## src/rtl/timer_digits_pkg.sv

```systemverilog
// Package: timer_digits_pkg
// Purpose: shared definitions for the countdown timer slice: the FSM state
//          encoding, the BCD wrap constants, and a zero-time helper.
// Ports:   none (package).
package timer_digits_pkg;

  typedef enum logic [1:0] {
    ST_LOAD  = 2'd0,
    ST_COUNT = 2'd1,
    ST_DONE  = 2'd2
  } state_t;

  // Value a digit takes when it wraps while borrowing.
  localparam logic [3:0] BCD_NINE = 4'd9;  // ones digits and minute tens
  localparam logic [3:0] BCD_FIVE = 4'd5;  // seconds tens digit

  // True when the packed MM:SS value is 00:00.
  function automatic logic time_is_zero(input logic [15:0] t);
    return (t == 16'd0);
  endfunction

endpackage

```

## src/rtl/timer_digits_if.sv

```systemverilog
// Interface: timer_digits_if
// Purpose: groups the keypad/encoder inputs and the MM:SS display outputs of
//          the countdown timer.
// Signals: D[3:0] digit code, loadn digit strobe (active-low), pgt_1Hz tick
//          level, enablen run/pause (active-low); min_tens, min_ones,
//          sec_tens, sec_ones BCD display digits; counting and done status.
// Modports: master = encoder/driver side, slave = timer side.
interface timer_digits_if;
  logic [3:0] D;
  logic       loadn;
  logic       pgt_1Hz;
  logic       enablen;
  logic [3:0] min_tens;
  logic [3:0] min_ones;
  logic [3:0] sec_tens;
  logic [3:0] sec_ones;
  logic       counting;
  logic       done;

  modport master (
    output D, loadn, pgt_1Hz, enablen,
    input  min_tens, min_ones, sec_tens, sec_ones, counting, done
  );

  modport slave (
    input  D, loadn, pgt_1Hz, enablen,
    output min_tens, min_ones, sec_tens, sec_ones, counting, done
  );
endinterface

```

## src/rtl/timer_digits_bcd_digit_dec.sv

```systemverilog
// Module: bcd_digit_dec
// Purpose: one BCD digit of a ripple-borrow decrementer. With borrow_in set,
//          the digit decrements; a zero digit wraps to WRAP and borrows.
// Ports:  digit_in[3:0], borrow_in -> digit_out[3:0], borrow_out.
module bcd_digit_dec
  import timer_digits_pkg::*;
#(
  parameter logic [3:0] WRAP = BCD_NINE
) (
  input  logic [3:0] digit_in,
  input  logic       borrow_in,
  output logic [3:0] digit_out,
  output logic       borrow_out
);

  // Decrement with wrap-and-borrow when a borrow arrives from below.
  always_comb begin
    digit_out  = digit_in;
    borrow_out = 1'b0;
    if (borrow_in) begin
      if (digit_in == 4'd0) begin
        digit_out  = WRAP;
        borrow_out = 1'b1;
      end else begin
        digit_out  = digit_in - 4'd1;
        borrow_out = 1'b0;
      end
    end else begin
      digit_out  = digit_in;
      borrow_out = 1'b0;
    end
  end

endmodule

```

## src/rtl/timer_digits.sv

```systemverilog
// Module: timer_digits
// Purpose: MM:SS kitchen-timer core. Digits are keyed in by shifting left,
//          then counted down once per rising edge of pgt_1Hz until 00:00.
// Ports:  Hz_100_clock  system clock (rising edge)
//         clearn        synchronous active-low reset
//         bus           timer_digits_if.slave (keypad inputs, display outputs)
// Parameter: DIGIT_MAX  largest digit code accepted; larger codes are ignored.
// Build option: TIMER_DIGITS_SEC_CLAMP_EN clamps seconds above 59 to 59 when
//          counting starts; without it such values count down arithmetically.
module timer_digits
  import timer_digits_pkg::*;
#(
  parameter int DIGIT_MAX = 9
) (
  input  logic          Hz_100_clock,
  input  logic          clearn,
  timer_digits_if.slave bus
);

  localparam logic [3:0] DIGIT_MAX_C = 4'(DIGIT_MAX);

  state_t     state_r;
  logic [3:0] min_tens_r, min_ones_r, sec_tens_r, sec_ones_r;
  logic       counting_r, done_r;
  logic       loadn_prev_r, pgt_prev_r;

  logic       load_edge_s, tick_s, digit_ok_s;
  logic [3:0] dec_st_s, dec_so_s, dec_mt_s, dec_mo_s;
  logic       b_so_s, b_st_s, b_mo_s, underflow_s;
  logic [15:0] cur_time_s, dec_time_s;

  assign load_edge_s = ~bus.loadn & loadn_prev_r;
  assign tick_s      = bus.pgt_1Hz & ~pgt_prev_r;
  assign digit_ok_s  = (bus.D <= DIGIT_MAX_C);
  assign cur_time_s  = {min_tens_r, min_ones_r, sec_tens_r, sec_ones_r};
  assign dec_time_s  = {dec_mt_s, dec_mo_s, dec_st_s, dec_so_s};

  // One-second decrement chain, least significant digit first.
  bcd_digit_dec #(.WRAP(BCD_NINE)) u_sec_ones (
    .digit_in(sec_ones_r), .borrow_in(1'b1),
    .digit_out(dec_so_s),  .borrow_out(b_so_s));
  bcd_digit_dec #(.WRAP(BCD_FIVE)) u_sec_tens (
    .digit_in(sec_tens_r), .borrow_in(b_so_s),
    .digit_out(dec_st_s),  .borrow_out(b_st_s));
  bcd_digit_dec #(.WRAP(BCD_NINE)) u_min_ones (
    .digit_in(min_ones_r), .borrow_in(b_st_s),
    .digit_out(dec_mo_s),  .borrow_out(b_mo_s));
  bcd_digit_dec #(.WRAP(BCD_NINE)) u_min_tens (
    .digit_in(min_tens_r), .borrow_in(b_mo_s),
    .digit_out(dec_mt_s),  .borrow_out(underflow_s));

  // FSM, digit register and edge-detect history; reset overrides everything.
  always_ff @(posedge Hz_100_clock) begin
    if (!clearn) begin
      state_r      <= ST_LOAD;
      min_tens_r   <= 4'd0;
      min_ones_r   <= 4'd0;
      sec_tens_r   <= 4'd0;
      sec_ones_r   <= 4'd0;
      counting_r   <= 1'b0;
      done_r       <= 1'b0;
      loadn_prev_r <= 1'b1;
      pgt_prev_r   <= 1'b1;
    end else begin
      loadn_prev_r <= bus.loadn;
      pgt_prev_r   <= bus.pgt_1Hz;
      case (state_r)
        ST_LOAD: begin
          // A key press wins over starting; ticks are never used here.
          if (load_edge_s) begin
            if (digit_ok_s) begin
              {min_tens_r, min_ones_r, sec_tens_r, sec_ones_r} <=
                {min_ones_r, sec_tens_r, sec_ones_r, bus.D};
            end
          end else if (!bus.enablen && !time_is_zero(cur_time_s)) begin
            state_r    <= ST_COUNT;
            counting_r <= 1'b1;
`ifdef TIMER_DIGITS_SEC_CLAMP_EN
            if (sec_tens_r > BCD_FIVE) begin
              sec_tens_r <= BCD_FIVE;
              sec_ones_r <= BCD_NINE;
            end
`endif
          end
        end
        ST_COUNT: begin
          // Pause takes priority over a coincident tick.
          if (bus.enablen) begin
            state_r    <= ST_LOAD;
            counting_r <= 1'b0;
          end else if (tick_s) begin
            if (time_is_zero(dec_time_s) || underflow_s) begin
              // Underflow is unreachable from a nonzero time; park at 00:00.
              {min_tens_r, min_ones_r, sec_tens_r, sec_ones_r} <= 16'd0;
              state_r    <= ST_DONE;
              counting_r <= 1'b0;
              done_r     <= 1'b1;
            end else begin
              {min_tens_r, min_ones_r, sec_tens_r, sec_ones_r} <= dec_time_s;
            end
          end
        end
        ST_DONE: begin
          // A new key clears the display, shifts in the digit and re-arms.
          if (load_edge_s) begin
            {min_tens_r, min_ones_r, sec_tens_r} <= 12'd0;
            sec_ones_r <= digit_ok_s ? bus.D : 4'd0;
            state_r    <= ST_LOAD;
            done_r     <= 1'b0;
          end
        end
        default: begin
          state_r    <= ST_LOAD;
          counting_r <= 1'b0;
          done_r     <= 1'b0;
        end
      endcase
    end
  end

  assign bus.min_tens = min_tens_r;
  assign bus.min_ones = min_ones_r;
  assign bus.sec_tens = sec_tens_r;
  assign bus.sec_ones = sec_ones_r;
  assign bus.counting = counting_r;
  assign bus.done     = done_r;

endmodule
```

## src/flat_wrapper.sv

```systemverilog
// flat-port wrapper written by rule: the top's interface ports become plain ports
module timer_digits_flat import timer_digits_pkg::*;
#(
  parameter int DIGIT_MAX = 9
)
  (Hz_100_clock, clearn, bus_D, bus_loadn, bus_pgt_1Hz, bus_enablen, bus_min_tens, bus_min_ones, bus_sec_tens, bus_sec_ones, bus_counting, bus_done);
  timer_digits_if bus_i ();
  input  logic Hz_100_clock;
  input  logic clearn;
  input wire logic [$bits(bus_i.D)-1:0] bus_D;
  input wire logic [$bits(bus_i.loadn)-1:0] bus_loadn;
  input wire logic [$bits(bus_i.pgt_1Hz)-1:0] bus_pgt_1Hz;
  input wire logic [$bits(bus_i.enablen)-1:0] bus_enablen;
  output wire logic [$bits(bus_i.min_tens)-1:0] bus_min_tens;
  output wire logic [$bits(bus_i.min_ones)-1:0] bus_min_ones;
  output wire logic [$bits(bus_i.sec_tens)-1:0] bus_sec_tens;
  output wire logic [$bits(bus_i.sec_ones)-1:0] bus_sec_ones;
  output wire logic [$bits(bus_i.counting)-1:0] bus_counting;
  output wire logic [$bits(bus_i.done)-1:0] bus_done;
  assign bus_i.D = bus_D;
  assign bus_i.loadn = bus_loadn;
  assign bus_i.pgt_1Hz = bus_pgt_1Hz;
  assign bus_i.enablen = bus_enablen;
  assign bus_min_tens = bus_i.min_tens;
  assign bus_min_ones = bus_i.min_ones;
  assign bus_sec_tens = bus_i.sec_tens;
  assign bus_sec_ones = bus_i.sec_ones;
  assign bus_counting = bus_i.counting;
  assign bus_done = bus_i.done;
  timer_digits #(.DIGIT_MAX(DIGIT_MAX)) u_core (.Hz_100_clock(Hz_100_clock), .clearn(clearn), .bus(bus_i));
endmodule
```

## config.mk

```make
export PLATFORM = sky130hd
export DESIGN_NAME = timer_digits_flat
export DESIGN_NICKNAME = d
export VERILOG_FILES = /design/src/rtl/timer_digits_pkg.sv /design/src/rtl/timer_digits_if.sv /design/src/rtl/timer_digits_bcd_digit_dec.sv /design/src/rtl/timer_digits.sv /design/src/flat_wrapper.sv
export SDC_FILE = /design/constraint.sdc
export NUM_CORES = 1
export LEC_CHECK = 0
export ABC_AREA = 1
export CAP_MARGIN = 0
export CORE_MARGIN = 1.5
export CORE_UTILIZATION = 42
export CTS_BUF_LIST = sky130_fd_sc_hd__clkbuf_16
export CTS_CLUSTER_DIAMETER = 40
export CTS_CLUSTER_SIZE = 10
export DETAILED_ROUTE_END_ITERATION = 10
export DONT_BUFFER_PORTS = 1
export GPL_ROUTABILITY_DRIVEN = 0
export GPL_TIMING_DRIVEN = 0
export MAX_ROUTING_LAYER = met4
export PLACE_DENSITY = 0.6
export RECOVER_POWER = 50
export SYNTH_ARGS = -nofsm -noshare
export SYNTH_HDL_FRONTEND = slang
export SYNTH_SLANG_ARGS = --single-unit
export TNS_END_PERCENT = 100
```

## constraint.sdc

```tcl
create_clock -name Hz_100_clock -period 3.94 [get_ports Hz_100_clock]
set_clock_uncertainty 0.1 [all_clocks]
set_input_delay 0.394 -clock Hz_100_clock [delete_from_list [all_inputs] [get_ports Hz_100_clock]]
set_output_delay 0.394 -clock Hz_100_clock [all_outputs]
set_load 0.03 [all_outputs]
```

==> impl_results.rst <==
.. list-table::
   :header-rows: 1

   * - Metric
     - Value
   * - Fraction of registers with async set/reset
     - 0
   * - TritonCTS buffer count
     - 3
   * - Number of max-capacitance violations reported
     - 0
   * - Yosys warning count
     - 0
   * - Max clock buf depth
     - 2
   * - Cells resized by post-CTS repair
     - 0
   * - Combinational share of power
     - 0.546
   * - Path type of the worst setup path
     - register to register
   * - Skew-Pair Late Insertion Delay
     - 0.26 ns
   * - Number of synthesized flops with an enable pin
     - 0
   * - #FFs+latches synth
     - 22
   * - Hold path endpoint
     - u_core.pgt_prev_r
   * - Area of the placeable core
     - 0.00339 mm²
   * - Worst vdd rail ir drop
     - 0.397 mV
   * - Number of hold-repair buffers added at the cts stage
     - 0
   * - Max H-tree Level
     - 1
   * - Area delta synth->final
     - 9.00%
   * - Sink Count
     - 22
   * - Reg2reg setup slack
     - 1.59 ns
   * - Part of the Yosys area used for sequential elements
     - 0.291
   * - Mean Syn Cell Area
     - 6.29 µm²
   * - Hold depth
     - 2
   * - Nets
     - 259
   * - Post-route minimum period
     - 2.35 ns
   * - Required @ worst endpoint
     - 4.03 ns
   * - CTS Root Buffer Type
     - clkbuf_16
   * - Via count of the routed design
     - 1578
   * - Number of detailed-routing iterations run before antenna repair
     - 4
   * - Die ar.
     - 0.00398 mm²
   * - Slowest Stage Delay on Critical Path
     - 0.47 ns
   * - Share of the clock period used by the worst path after layout
     - 0.596
   * - Most frequent standard cell in the layout excluding fill and tap cells
     - nand2_1
   * - Cell-internal power
     - 0.739 mW
   * - RSZ-0062 raised after global routing
     - false
   * - Arrival time of data at the critical path endpoint
     - 2.44 ns
   * - Switching power total
     - 0.956 mW
   * - Std-Cell Rows
     - 21
   * - Clock network power share
     - 0.130
   * - Final cell count without fillers
     - 291
   * - Setup Total Neg Slack
     - 0 ns
   * - Max-Slew Margin vs Limit
     - 0.652
   * - Power density normalized to cell area
     - 1030 mW/mm²
   * - Pre-CTS setup slack
     - 1.63 ns
   * - Area of all sequential standard cells
     - 440 µm²
   * - Residual DRC
     - 0
   * - Logic depth of the worst register-to-register path
     - 14
   * - Final count of negative-setup-slack endpoints
     - 0
   * - Num ports
     - 27
   * - Antenna diodes
     - 0
   * - Unique cell type count in the Yosys netlist
     - 26
   * - Buf/Inv on CP
     - 2
   * - Maximum clock frequency
     - 0.426 GHz
   * - Netlist area before placement
     - 0.00152 mm²
   * - Static leakage power
     - 0.710 nW
   * - Sequential share of power
     - 0.324
   * - End of the worst register-to-register path
     - u_core.bus.sec_ones[1]
   * - Vias per cell
     - 5.42
   * - Smallest setup slack after layout
     - 1.59 ns
   * - Violation count after the first detailed-routing iteration
     - 119
   * - Total gr overflow
     - 0
   * - Largest net degree at the start of global routing
     - 13
   * - Cell-by-cell listing of the critical path
     - nor2_2 > nand2_2 > nor2_2 > buf_6 > nand3_1 > nand2_1 > inv_1 > nand2_1 > nor2_1 > nand3_2 > nand2_2 > nor2_4 > nand3_1 > a21oi_1
   * - Max Fanout on Critical Path
     - 10
   * - Post-DRT Antenna Nets
     - 0
   * - Number of cells in the design after placement
     - 287
   * - Slew Limit Fails
     - 0
   * - Wire length after detailed routing
     - 4050 µm
   * - Worst-margin pin slew
     - 0.521 ns
   * - Launch instance of the worst register-to-register path
     - u_core.bus.sec_tens[0]
   * - Clk pin slew, worst setup/hold paths
     - 0.06 ns
   * - Gate family responsible for the most delay along the worst path
     - simple AND/OR/NAND/NOR gates
   * - Hold violation total from the final report
     - 0
   * - Nets in the synthesized netlist
     - 254
   * - Overall die width
     - 63.1 µm
   * - Critical hold path startpoint
     - bus_pgt_1Hz
   * - Layout cell share with drive strength beyond 1
     - 0.0653
   * - # fillers
     - 358
   * - Placed wire-length estimate after detailed placement
     - 2960 µm
   * - Slowest library cell on the worst path
     - dfxtp_1
   * - Type of the most critical hold path
     - primary input to register
   * - Via count of the first global-routing pass
     - 1510
   * - Critical Path End Type
     - register
   * - Cells after synthesis
     - 241
   * - Number of antenna violations at the first check in global routing
     - 0
   * - Initial cell density of the core
     - 0.447
   * - PortBufs
     - 0
   * - Kind of start point of the critical path
     - register
   * - Global-route wire length before repair
     - 6860 µm
   * - Area used by multi-input combinational logic
     - 903 µm²
   * - All-layer global routing usage
     - 0.218
   * - Power after layout
     - 1.69 mW
   * - Die Ht
     - 63.1 µm
   * - Setup Fix Bufs, Post-CTS
     - 0
   * - CTS tree
     - built
   * - Average wire per standard cell
     - 13.9 µm
   * - Status
     - completed
   * - Main synth FF type
     - dfxtp_1
   * - Sw Ratio
     - 0.564
   * - Commonest cells after routing, fill and taps aside
     - nand2_1, inv_1, a21oi_1
through the flow:
stage	hold slack, ns	cell area (µm²)	utilization
floorplan	0.373	1520	-
detailed placement	0.399	1570	0.464
global route	0.133	1650	0.487
finish	0.134	1650	0.487
global placement	0.397	1570	0.464
CTS	0.133	1650	0.487
per-layer routing:
layer	track usage	share of wire	wire length [µm]
met2	0.338	0.45	1840
met4	0.0639	0.0084	34
met5	-	0	0
met3	0.0429	0.068	275
met1	0.289	0.47	1900
cells in the mapped netlist (all sizes together) (3+ instances only):
library cell  number  share of area
nand2             51           0.13
inv               32          0.079
a21oi             29          0.096
nand3             25          0.089
nor2              24          0.069
dfxtp             22           0.29
o21ai             20          0.066
nand4              9          0.037
clkbuf             7          0.017
a221oi             5          0.029
ha                 4          0.033
buf                3          0.014
nor3               3         0.0099
registers in the layout (all words and copies together) (netlist names):
name / count
u_core.bus.min_ones: 4
u_core.bus.min_tens: 4
u_core.bus.sec_ones: 4
u_core.bus.sec_tens: 4
u_core.state_r: 2
u_core.bus.counting: 1
u_core.bus.done: 1
u_core.loadn_prev_r: 1
u_core.pgt_prev_r: 1
logic make-up (layout without fill, tap and decap cells):
family	Yosys count	in the layout	share of synthesized area
buffers and inverters	43	47	0.113
DFF	22	22	0.291
and+or+nand+nor	112	112	0.337
xor gates and xnor gates	2	2	0.0165
adders and majority gates	4	4	0.0330
AOI/OAI and AO/OA	58	58	0.210
worst max-delay path by stage:
stage	slack [ns]	startpoint	depth (start not counted)	endpoint
after CTS	1.60	u_core.bus.sec_tens[0]	14	u_core.bus.sec_ones[1]
after floorplan	2.01	u_core.bus.sec_ones[2]	14	u_core.state_r[0]
after global placement	1.61	u_core.bus.sec_tens[0]	14	u_core.bus.sec_ones[1]
final	1.59	u_core.bus.sec_tens[0]	14	u_core.bus.sec_ones[1]
after global routing	1.39	u_core.bus.sec_tens[0]	14	u_core.bus.min_tens[0]
after detailed placement	1.63	u_core.bus.sec_tens[0]	14	u_core.bus.sec_ones[1]
cell type report:
type,count,share of cell area
clock buffers,3,0.0455
flip-flops and latches,22,0.267
inverters,33,0.0750
well taps,46,0.0348
multi-input cells,176,0.547
clock inverters,1,0.00227
plain buffers,10,0.0288
power by group through the flow:
stage                     logic [mW]  registers, mW  clock network [mW]
after floorplan                0.730          0.520                   0
after global placement         0.915          0.557                   0
after detailed placement       0.912          0.554                   0
after CTS                      0.916          0.548               0.223
after global routing            1.05          0.562               0.235
final                          0.925          0.549               0.221
Power figures use the tool's default switching activity.
